File: config.mk
export PLATFORM = sky130hd
export DESIGN_NAME = chaos_map_iterator
export DESIGN_NICKNAME = d
export VERILOG_FILES = /design/src/rtl/chaos_pkg.sv /design/src/rtl/chaos_map_iterator.sv
export SDC_FILE = /design/constraint.sdc
export NUM_CORES = 1
export LEC_CHECK = 0
export BUFFER_PORTS_ARGS = -buffer_cell sky130_fd_sc_hd__buf_2
export CAP_MARGIN = 40
export CORE_ASPECT_RATIO = 1.25
export CORE_MARGIN = 4
export CORE_UTILIZATION = 40
export DETAILED_ROUTE_END_ITERATION = 10
export GPL_TIMING_DRIVEN = 0
export PLACE_DENSITY = 0.67
export RECOVER_POWER = 100
export SYNTH_ARGS = -nofsm -noshare
export SYNTH_HDL_FRONTEND = slang
export SYNTH_SLANG_ARGS = --single-unit
File: constraint.sdc
create_clock -name clk -period 5.4 [get_ports clk]
set_clock_uncertainty 0.05 [all_clocks]
set_input_delay 0.54 -clock clk [delete_from_list [all_inputs] [get_ports clk]]
set_output_delay 0.54 -clock clk [all_outputs]
set_load 0.01 [all_outputs]
File: src/rtl/chaos_pkg.sv
// Shared types and defaults for the chaotic map iterator.
// State encoding plus map width and fixed-point perturbation constant.
package chaos_pkg;

  localparam int DATA_W_DEF = 32;
  localparam logic [31:0] PERTURB_DEF = 32'h9E3779B9;

  typedef enum logic [1:0] {
    IDLE,
    BURN,
    EMIT,
    DONE
  } state_t;

endpackage

File: src/rtl/chaos_map_iterator.sv
// Sequential driver around the combinational chaotic map stage.
// Seeds the map, discards burn-in iterations, then streams N values.
module chaos_map_iterator
  import chaos_pkg::*;
#(
  parameter int DATA_W = DATA_W_DEF,
  parameter int CNT_W = 16,
  parameter int BURN_IN = 100,
  parameter logic [DATA_W-1:0] PERTURB = DATA_W'(PERTURB_DEF)
) (
  input  logic              clk,
  input  logic              rst,
  input  logic              start,
  input  logic [DATA_W-1:0] seed,
  input  logic [DATA_W-1:0] rfs_in,
  input  logic [DATA_W-1:0] rs_in,
  input  logic [CNT_W-1:0]  num_out,
  output logic [DATA_W-1:0] map_x0,
  output logic [DATA_W-1:0] map_rfs,
  output logic [DATA_W-1:0] map_rs,
  input  logic [DATA_W-1:0] map_x_next,
  output logic [DATA_W-1:0] out_data,
  output logic              out_valid,
  input  logic              out_ready,
  output logic              busy,
  output logic              done,
  output logic              stuck
);

  localparam logic [CNT_W-1:0] BURN_LAST = CNT_W'(BURN_IN - 1);

  state_t state, state_nx;

  logic [DATA_W-1:0] x_reg;
  logic [DATA_W-1:0] rfs_reg;
  logic [DATA_W-1:0] rs_reg;
  logic [CNT_W-1:0]  n_reg;
  logic [CNT_W-1:0]  burn_cnt;
  logic [CNT_W-1:0]  emit_cnt;
  logic              stuck_reg;

  logic              load;
  logic              step;
  logic              fixed;
  logic [DATA_W-1:0] next_x;

  // A fixed point would freeze the sequence; kick it out with PERTURB.
  assign fixed  = (map_x_next == x_reg);
  assign next_x = fixed ? (map_x_next ^ PERTURB) : map_x_next;

  assign map_x0   = x_reg;
  assign map_rfs  = rfs_reg;
  assign map_rs   = rs_reg;
  assign out_data = x_reg;
  assign stuck    = stuck_reg;

  always_comb begin
    state_nx  = state;
    load      = 1'b0;
    step      = 1'b0;
    out_valid = 1'b0;
    busy      = 1'b0;
    done      = 1'b0;
    unique case (state)
      IDLE: begin
        if (start) begin
          load = 1'b1;
          if (num_out == '0)
            state_nx = DONE;
          else if (BURN_IN == 0)
            state_nx = EMIT;
          else
            state_nx = BURN;
        end
      end
      BURN: begin
        busy = 1'b1;
        step = 1'b1;
        if (burn_cnt == BURN_LAST)
          state_nx = EMIT;
      end
      EMIT: begin
        busy      = 1'b1;
        out_valid = 1'b1;
        if (out_ready) begin
          step = 1'b1;
          if (emit_cnt == n_reg - 1'b1)
            state_nx = DONE;
        end
      end
      DONE: begin
        done     = 1'b1;
        state_nx = IDLE;
      end
      default: state_nx = IDLE;
    endcase
  end

  always_ff @(posedge clk or posedge rst) begin
    if (rst) begin
      state     <= IDLE;
      x_reg     <= '0;
      rfs_reg   <= '0;
      rs_reg    <= '0;
      n_reg     <= '0;
      burn_cnt  <= '0;
      emit_cnt  <= '0;
      stuck_reg <= 1'b0;
    end else begin
      state <= state_nx;
      if (load) begin
        x_reg     <= seed;
        rfs_reg   <= rfs_in;
        rs_reg    <= rs_in;
        n_reg     <= num_out;
        burn_cnt  <= '0;
        emit_cnt  <= '0;
        stuck_reg <= 1'b0;
      end else if (step) begin
        x_reg <= next_x;
        if (fixed)
          stuck_reg <= 1'b1;
        if (state == BURN)
          burn_cnt <= burn_cnt + 1'b1;
        else
          emit_cnt <= emit_cnt + 1'b1;
      end
    end
  end

endmodule

==> impl_metrics.csv, run 1 <==
group,metric,value,unit
outcome,status,"complete, but fails checks",
outcome,violations,"capacitance limit, slew limit",
synthesis,synth.net_count,1032,
sta,worst_pin_slew,3.728,ns
synthesis,yosys_warnings,0,
setup_path,cp.required,5.64,ns
sta,fin_crit,3.402,ns
route,drc,0,
clocking,tritoncts,"done",
setup_path,cp_slowest_cell,"a2111oi_0",
flow_run,maxCapViolCount,1,
layout,num-nets-final,1331,
placed_design,dp.cells,1388,
pwr,p_leak,4.872,nW
setup_path,rr_startpoint,"state[1]",
clocking,cts_sinks,147,
layout,final_cell_count_no_fill,1420,
floorplan,ios,280,
floorplan,num_rows,56,
placed_design,port_buffers,279,
layout,synthToLayoutAreaGrowth,27.85,%
synthesis,synth_cells,876,
clocking,cts_setup_buffers,0,
floorplan,die_y,162.8,um
route,drt-total-wl,22.85,mm
pwr,cellPowerDensity,568.8,nW/um2
min_path,hp-class,"in -> reg",
sta,fmax,294.0,MHz
setup_path,crit_arrival,3.64,ns
clocking,root_buffer,"clkbuf_16",
route,antenna_left,0,
setup_path,path_max_fanout,9,
floorplan,initial_core_util,40.82,%
setup_path,rr_worst_depth,10,
route,vias,7003,
placed_design,placed_area,9384,um2
sta,rsz0062_at_grt,"no",
synthesis,ys_types,49,
global_route,grt_pass1_vias,7274,
global_route,antenna_found_initial,0,
sta,hold_viol_final,0,
sta,slew_violations,80,
layout,layout_commonest_cell,"nand2_1",
placed_design,gp_congestion,0.8760,
sta,fin_tns_setup,0,ns
synthesis,synth.top_cell.area_share,47.99,%
clocking,holdBufCountCts,0,
floorplan,core,18780,um2
setup_path,slowest_delay,1.03,ns
setup_path,crit_type,"reg -> reg",
sta,finalSetupViolCount,0,
clocking,clkTransAtPathRegs,0.08,ns
sta,slew_headroom,-149.9,%
clocking,cts_resized,0,
clocking,clk_path_buf_depth,2,
setup_path,crit_buf_inv,2,
placed_design,place_ws,2.639,ns
pwr,peakVddDrop,0.2627,mV
synthesis,synth_top_area_cell,"dfrtp_1",
floorplan,die-area,21450,um2
route,first_pass_iters,5,
clocking,cts_made_buffers,17,
layout,fin_area,9799,um2
setup_path,crit_top_cell,"nand2_1",
min_path,hold_path_depth,3,
placed_design,dpl.hpwl,17.66,mm
route,avgRoutedWirePerCell,16.09,um
synthesis,netlist_area,7665,um2
setup_path,crit_path_cell_trace,"inv_1 > ha_1 > clkbuf_1 > a21o_1 > nand2_1 > a2111oi_0 > nand2_1 > nor4_1 > xnor2_1 > nor2_1",
setup_path,r2r_setup_slack,2.00,ns
floorplan,fp.dieW,131.8,um
global_route,grt_usage,21.67,%
layout,final_cell_mix,"306 x nand2_1, 181 x buf_2, 147 x dfrtp_1, 142 x clkbuf_1, 77 x xor2_1",
min_path,hold_end,"map_rfs[19]",
setup_path,setup.worst_path.start_class,"flop",
clocking,htree_levels,4,
clocking,worstSkewPairLatency,0.42,ns
sta,period_share,62.99,%
setup_path,r2r_end,"emit_cnt[15]",
synthesis,synth_area_per_cell,8.750,um2
min_path,min-delay-start,"rfs_in[19]",
setup_path,cp-end-kind,"flop",
layout,n_antenna_cell,0,
route,viasPerCell,4.932,
synthesis,synth.top_cells.by_area,"dfrtp_1 48%, nand2_1 15%, xor2_1 8.8%",
global_route,grt_max_degree,81,
layout,layout-drive-gt1-share,21.21,%
global_route,grt_pass1_wl,37.31,mm
setup_path,cp_top_family,"compound AO/OA/AOI/OAI gates",
sta,timing.final.ws_setup,1.998,ns
pwr,p_total,0.005574,W
synthesis,yosysSeqAreaShare,47.99,%
route,initialDrtViolationCount,290,
synthesis,synth_seq_cells,147,
global_route,grt_overflow,0,
[cells in the mapped netlist (all sizes together)]
| library cell | number |
|---|---|
| nand2b | 4 |
| a31oi | 16 |
| a2111oi | 1 |
| o21ai | 31 |
| a222oi | 1 |
| o31ai | 2 |
| nor3b | 1 |
| nor3 | 7 |
| a21oi | 14 |
| mux2i | 24 |
| ha | 8 |
| a311o | 1 |
| nor4b | 2 |
| nor4 | 20 |
| o21a | 2 |
| nand3b | 1 |
| and3 | 4 |
| a41oi | 1 |
| a21o | 1 |
| inv | 15 |
| nor2 | 51 |
| and2 | 6 |
| xor2 | 77 |
| nor4bb | 1 |
| a221o | 1 |
| o41ai | 1 |
| clkbuf | 33 |
| nand3 | 15 |
| nor2b | 1 |
| nand4 | 12 |
| xnor2 | 19 |
| o2111ai | 2 |
| or3 | 3 |
| a31o | 2 |
| dfrtp | 147 |
| a211oi | 1 |
| buf | 42 |
| nand2 | 306 |
[layer usage]
layer	GRT usage, %	part of all wire [%]	vias up
met5	0	0	-
met4	7.641	2.4	0
met3	6.675	7.7	33
met2	38.50	50	267
met1	24.76	40	3277
li1	-	-	3426
[per-stage QoR]
| stage | hold WS (ns) | util, % |
|---|---|---|
| 4_1_cts | 0.2270 | 53.07 |
| 6_report | 0.2449 | 52.19 |
| 2_1_floorplan | 0.4152 | - |
| 3_5_place_dp | 0.4069 | 49.97 |
| 5_1_grt | 0.2366 | 52.19 |
| 3_3_place_gp | 0.4026 | 49.80 |
[logic make-up after synthesis]
| kind of cell | count (synthesis) | share of synthesized area, % |
|---|---|---|
| adders and majority gates | 8 | 1.306 |
| buffers and inverters | 90 | 6.170 |
| muxes | 24 | 3.134 |
| and+or+nand+nor | 434 | 24.16 |
| AOI/OAI and AO/OA | 77 | 6.269 |
| DFF | 147 | 47.99 |
| xor gates and xnor gates | 96 | 10.97 |
[report_power, final]
part / leakage [nW] / internal [W] / switching (W)
clock network: 0.281 / 0.000619 / 0.000541
logic: 2.73 / 0.000995 / 0.00146
registers: 1.86 / 0.00154 / 0.000419
[cell type report]
| class | instances | area [um2] |
|---|---|---|
| clock buffer | 17 | 425.4 |
| tap | 232 | 290.3 |
| fill | 1874 | 8979 |
| clock inverter | 15 | 156.4 |
| inverter | 15 | 57.56 |
| sequential | 147 | 3679 |
| buffer | 75 | 404.1 |
| multi-input combinational | 639 | 3488 |
| timing repair buffer | 280 | 1299 |
[worst max-delay path by stage]
stage | startpoint | to | slack (ns) | depth (start not counted)
after floorplan | rst | burn_cnt[0] | 0.86 | 1
after global placement | rst | map_x0[23] | -1.06 | 2
after detailed placement | n_reg[0] | state[0] | 2.64 | 10
after CTS | n_reg[0] | state[0] | 2.62 | 10
after global routing | state[1] | emit_cnt[15] | 1.66 | 10
final | state[1] | emit_cnt[15] | 2.00 | 10
[worst register-to-register path, stage by stage, from the launching register on]
cell and delay, ns:
dfrtp_1 0.40, inv_1 0.13, ha_1 0.16, clkbuf_1 0.30, a21o_1 0.15, nand2_1 0.17, a2111oi_0 1.04, nand2_1 0.32
nor4_1 0.37, xnor2_1 0.16, nor2_1 0.05
(Power assumes the default switching activity.)
==> run 2: changes to the inputs <==
--- a/config.mk
+++ b/config.mk
@@ -12,7 +12,7 @@
 export CORE_UTILIZATION = 40
 export DETAILED_ROUTE_END_ITERATION = 10
 export GPL_TIMING_DRIVEN = 0
-export PLACE_DENSITY = 0.67
+export PLACE_DENSITY = 0.69
 export RECOVER_POWER = 100
 export SYNTH_ARGS = -nofsm -noshare
 export SYNTH_HDL_FRONTEND = slang
==> constraint.sdc (replaced) <==
create_clock -name clk -period 2.96 [get_ports clk]
set_clock_uncertainty 0.05 [all_clocks]
set_input_delay 0.296 -clock clk [delete_from_list [all_inputs] [get_ports clk]]
set_output_delay 0.296 -clock clk [all_outputs]
set_load 0.01 [all_outputs]
==> impl_metrics.csv, run 2 (synthesized netlist as in run 1, its figures left out) <==
group,metric,value,unit
setup_path,path_max_fanout,9,
sta,fmax,365.2,MHz
floorplan,core,18780,um2
global_route,grt_usage,22.22,%
layout,layout-drive-gt1-share,21.06,%
sta,period_share,92.51,%
clocking,tritoncts,"done",
clocking,cts_sinks,147,
layout,fin_area,10260,um2
pwr,combPwrFrac,44.4,%
floorplan,initial_core_util,40.82,%
placed_design,gp_congestion,0.8754,
pwr,peakVddDrop,0.4456,mV
sta,timing.final.ws_setup,0.2217,ns
min_path,hp-class,"in -> reg",
pwr,swShare,43.47,%
clocking,cts_made_buffers,17,
placed_design,placed_area,9463,um2
route,viasPerCell,4.953,
global_route,grt_pass1_vias,7463,
floorplan,num_rows,56,
outcome,status,"complete, but fails checks",
setup_path,setup.worst_path.start_class,"flop",
sta,slew_violations,67,
sta,hold_viol_final,0,
setup_path,cp.required,3.25,ns
floorplan,die-area,21450,um2
flow_run,maxCapViolCount,2,
layout,layout_commonest_cell,"nand2_1",
floorplan,ios,280,
global_route,grt_max_degree,39,
floorplan,fp.dieW,131.8,um
sta,finalSetupViolCount,0,
layout,num-nets-final,1373,
setup_path,cp-end-kind,"flop",
route,first_pass_iters,5,
sta,rsz0062_at_grt,"no",
global_route,antenna_found_initial,1,
layout,n_antenna_cell,0,
pwr,p_leak,5.072,nW
route,vias,7242,
sta,fin_tns_setup,0,ns
sta,slew_headroom,-13.70,%
clocking,root_buffer,"clkbuf_16",
placed_design,port_buffers,279,
placed_design,place_ws,0.1599,ns
sta,worst_pin_slew,1.706,ns
route,avgRoutedWirePerCell,16.16,um
layout,synthToLayoutAreaGrowth,33.90,%
route,antenna_left,0,
route,drc,0,
clocking,clkTransAtPathRegs,0.07,ns
route,initialDrtViolationCount,296,
pwr,p_seq_share,34.9,%
clocking,clk_path_buf_depth,2,
floorplan,die_y,162.8,um
outcome,violations,"capacitance limit, slew limit",
global_route,grt_pass1_wl,38.31,mm
route,drt-total-wl,23.63,mm
layout,fin_util,54.66,%
clocking,worstSkewPairLatency,0.42,ns
pwr,intPower,0.005818,W
sta,whs,0.01117,ns
layout,fill_cells,1814,
global_route,grt_overflow,0,
sta,fin_crit,2.738,ns
placed_design,dpl.hpwl,18.07,mm
clocking,htree_levels,4,
pwr,clock_power_share,20.7,%
layout,final_cell_mix,"306 x nand2_1, 182 x buf_2, 147 x dfrtp_1, 140 x clkbuf_1, 77 x xor2_1",
pwr,p_sw,0.004474,W
pwr,cellPowerDensity,1003,nW/um2
setup_path,crit_type,"reg -> reg",
setup_path,crit_arrival,3.03,ns
clocking,cts_setup_buffers,0,
## run 2: changes by cell type in the layout (fill, tap and decap cells not counted), sizes merged
cell,change
buf,+1
clkbuf,+2
clkinv,+4
dlygate4sd3,+38
dlymetal6s2s,+1
inv,-4
## run 2: stage by stage
step	std cells	total power (W)
detailed placement	1392	0.008394
CTS	1462	0.01060
floorplan	876	0.006518
finish	1462	0.01029
global route	1462	0.01112
global placement	1387	0.008265
## run 2: power groups by stage
| stage | Combinational (W) | Clock, W | Sequential [W] |
|---|---|---|---|
| floorplan | 0.00278 | 0 | 0.00374 |
| CTS | 0.00485 | 0.00218 | 0.00357 |
| global route | 0.00513 | 0.00227 | 0.00371 |
| detailed placement | 0.00481 | 0 | 0.00358 |
| finish | 0.00456 | 0.00213 | 0.00360 |
| global placement | 0.00469 | 0 | 0.00357 |
## run 2: critical path, stage by stage (launching register included)
cell       delay [ns]
dfrtp_1          0.40
inv_1            0.13
ha_1             0.17
buf_2            0.21
a21o_1           0.12
and2_0           0.12
clkbuf_1         0.39
o2111ai_1        0.26
nand2b_1         0.27
or3_1            0.38
a21oi_1          0.17
## run 2: final cells by class
class / count / area, um2 / area share (%)
sequential: 147 / 3679 / 35.84
multi-input combinational: 639 / 3522 / 34.32
timing repair buffer: 322 / 1707 / 16.63
clock buffer: 17 / 425.4 / 4.145
buffer: 75 / 414.1 / 4.035
tap: 232 / 290.3 / 2.828
clock inverter: 15 / 168.9 / 1.646
inverter: 15 / 57.56 / 0.5608
## run 2: path summary, 6_finish.rpt
kind,start,to,slack [ns],depth (start not counted)
setup / recovery,state[1],emit_cnt[10],0.22,10
hold / removal,rfs_in[9],map_rfs[9],0.01,3
setup reg to reg,state[1],emit_cnt[10],0.22,10
hold reg to reg,map_rs[7],map_rs[7],0.43,2
max in group asynchronous,rst,map_x0[29],0.43,5
min in group asynchronous,rst,map_rs[11],0.40,3
## run 2: layer usage
layer / part of all wire [%] / track usage, %
met1: 39 / 24.46
met2: 50 / 40.57
met3: 8.0 / 6.706
met4: 2.9 / 8.071
met5: 0 / 0
## run 2: repair_timing
item / 4_1_cts / 5_1_grt
endpoints found under the hold margin: 47 / 0
gates resized for setup: 0 / 1
hold buffers: 38 / 0
setup endpoints to repair: 0 / 2
==> run 3: changes to the inputs <==
--- a/config.mk
+++ b/config.mk
@@ -9,10 +9,9 @@
 export CAP_MARGIN = 40
 export CORE_ASPECT_RATIO = 1.25
 export CORE_MARGIN = 4
-export CORE_UTILIZATION = 40
+export CORE_UTILIZATION = 35
 export DETAILED_ROUTE_END_ITERATION = 10
 export GPL_TIMING_DRIVEN = 0
-export PLACE_DENSITY = 0.69
 export RECOVER_POWER = 100
 export SYNTH_ARGS = -nofsm -noshare
 export SYNTH_HDL_FRONTEND = slang
==> impl_metrics.csv, run 3 (synthesized netlist as in run 1, its figures left out) <==
group,metric,value,unit
sta,hold_viol_final,0,
route,vias,7127,
sta,fin_crit,2.739,ns
route,viasPerCell,4.698,
pwr,p_sw,0.004429,W
route,drc,0,
floorplan,fp.dieW,140.4,um
pwr,clock_power_share,21.7,%
layout,synthToLayoutAreaGrowth,35.78,%
global_route,grt_pass1_vias,7381,
floorplan,ios,280,
flow_run,maxCapViolCount,0,
setup_path,r2r_end,"map_x0[26]",
global_route,grt_pass1_wl,38.65,mm
min_path,min-delay-start,"rfs_in[18]",
route,initialDrtViolationCount,185,
placed_design,port_buffers,279,
floorplan,die-area,24350,um2
pwr,p_total,0.01041,W
clocking,clkTransAtPathRegs,0.07,ns
route,antenna_left,0,
sta,slew_violations,0,
clocking,tritoncts,"done",
setup_path,crit_arrival,3.02,ns
pwr,intPower,0.005977,W
route,drt-total-wl,24.04,mm
global_route,grt_max_degree,36,
sta,finalSetupViolCount,0,
layout,final_cell_mix,"306 x nand2_1, 182 x buf_2, 147 x dfrtp_1, 138 x clkbuf_1, 77 x xor2_1",
pwr,p_seq_share,34.3,%
clocking,worstSkewPairLatency,0.42,ns
setup_path,rr_worst_depth,8,
setup_path,cp.required,3.25,ns
route,first_pass_iters,5,
clocking,cts_made_buffers,17,
setup_path,setup.worst_path.start_class,"flop",
layout,multi_input_area,3522,um2
clocking,root_buffer,"clkbuf_16",
layout,layout_commonest_cell,"nand2_1",
setup_path,path_max_fanout,10,
setup_path,cp-end-kind,"flop",
setup_path,crit_type,"reg -> reg",
pwr,cellPowerDensity,999.9,nW/um2
global_route,grt_overflow,0,
pwr,swShare,42.56,%
sta,fmax,365.1,MHz
clocking,htree_levels,4,
pwr,combPwrFrac,44.0,%
layout,seq_area,3679,um2
placed_design,gp_congestion,0.8187,
min_path,hold_end,"map_rfs[18]",
route,avgRoutedWirePerCell,15.85,um
setup_path,rr_startpoint,"map_x0[28]",
floorplan,core,21550,um2
sta,worst_pin_slew,1.338,ns
placed_design,dp.cells,1438,
floorplan,num_rows,60,
sta,slew_headroom,10.78,%
floorplan,die_y,173.5,um
layout,fill_cells,2145,
layout,final_cell_count_no_fill,1517,
min_path,hp-class,"in -> reg",
pwr,peakVddDrop,0.4445,mV
pwr,p_leak,5.113,nW
floorplan,initial_core_util,35.57,%
layout,layout-drive-gt1-share,21.07,%
outcome,status,"finished clean",
sta,rsz0062_at_grt,"no",
placed_design,dpl.hpwl,18.23,mm
global_route,grt_usage,19.78,%
clocking,clk_path_buf_depth,2,
clocking,cts_sinks,147,
clocking,cts_setup_buffers,0,
setup_path,r2r_setup_slack,0.22,ns
sta,period_share,92.53,%
layout,num-nets-final,1377,
global_route,antenna_found_initial,6,
min_path,hold_path_depth,3,
## run 3: cell type report
type	instances	share of cell area, %
clock buffer	17	4.088
clock inverter	15	1.839
multi-input combinational	639	33.84
timing repair buffer	326	16.90
sequential	147	35.34
buffer	75	3.979
inverter	15	0.5530
tap	279	3.354
antenna	4	0.09618
## run 3: per-layer routing
layer	GRT usage [%]	routed length, um
met5	0	21
met4	5.775	466
met3	6.098	1902
met2	35.48	12160
met1	22.49	9489
## run 3: how the worst max path moves through the flow
stage                           from          to  slack, ns  cells past startpoint
after floorplan             n_reg[0]    state[1]       0.58                     10
after global placement           rst  map_x0[15]      -0.33                      2
after detailed placement    n_reg[0]    state[1]       0.12                     10
after CTS                   n_reg[0]    state[1]       0.12                     10
after global routing        state[0]  map_x0[31]       0.03                      8
final                     map_x0[28]  map_x0[26]       0.22                      8
## run 3: stage by stage
step           TNS, ns  hold WS [ns]  area, um2  utilization (%)  setup slack [ns]
2_1_floorplan        0        0.3514       7669                -            0.5789
3_3_place_gp    -47.03        0.4030       9414            43.69           -0.3311
3_5_place_dp         0        0.3360       9494            44.07            0.1207
4_1_cts              0     0.0003803      10540            48.93            0.1205
5_1_grt              0      0.007607      10410            48.29           0.02909
6_report             0       0.01980      10410            48.30            0.2210
## run 3: worst max-delay path, cell delays in order (launching register included)
cell      delay [ns]
dfrtp_1         0.46
xor2_1          0.22
nor4_1          0.52
nand4_1         0.15
nor2_1          0.20
clkbuf_1        0.58
xor2_1          0.20
mux2i_1         0.09
o21ai_0         0.19
## run 3: what timing repair did
| item | 4_1_cts | 5_1_grt |
|---|---|---|
| endpoints found under the setup margin | 0 | 2 |
| hold buffers | 43 | 0 |
| endpoints found under the hold margin | 64 | 0 |
| resized for setup | 0 | 1 |
## run 3: power by group through the flow
stage                     clock network, W  logic (W)  registers, W
after global placement                   0    0.00475       0.00355
after global routing               0.00241    0.00515       0.00369
after detailed placement                 0    0.00483       0.00357
final                              0.00226    0.00458       0.00357
after floorplan                          0    0.00278       0.00374
after CTS                          0.00232    0.00487       0.00355
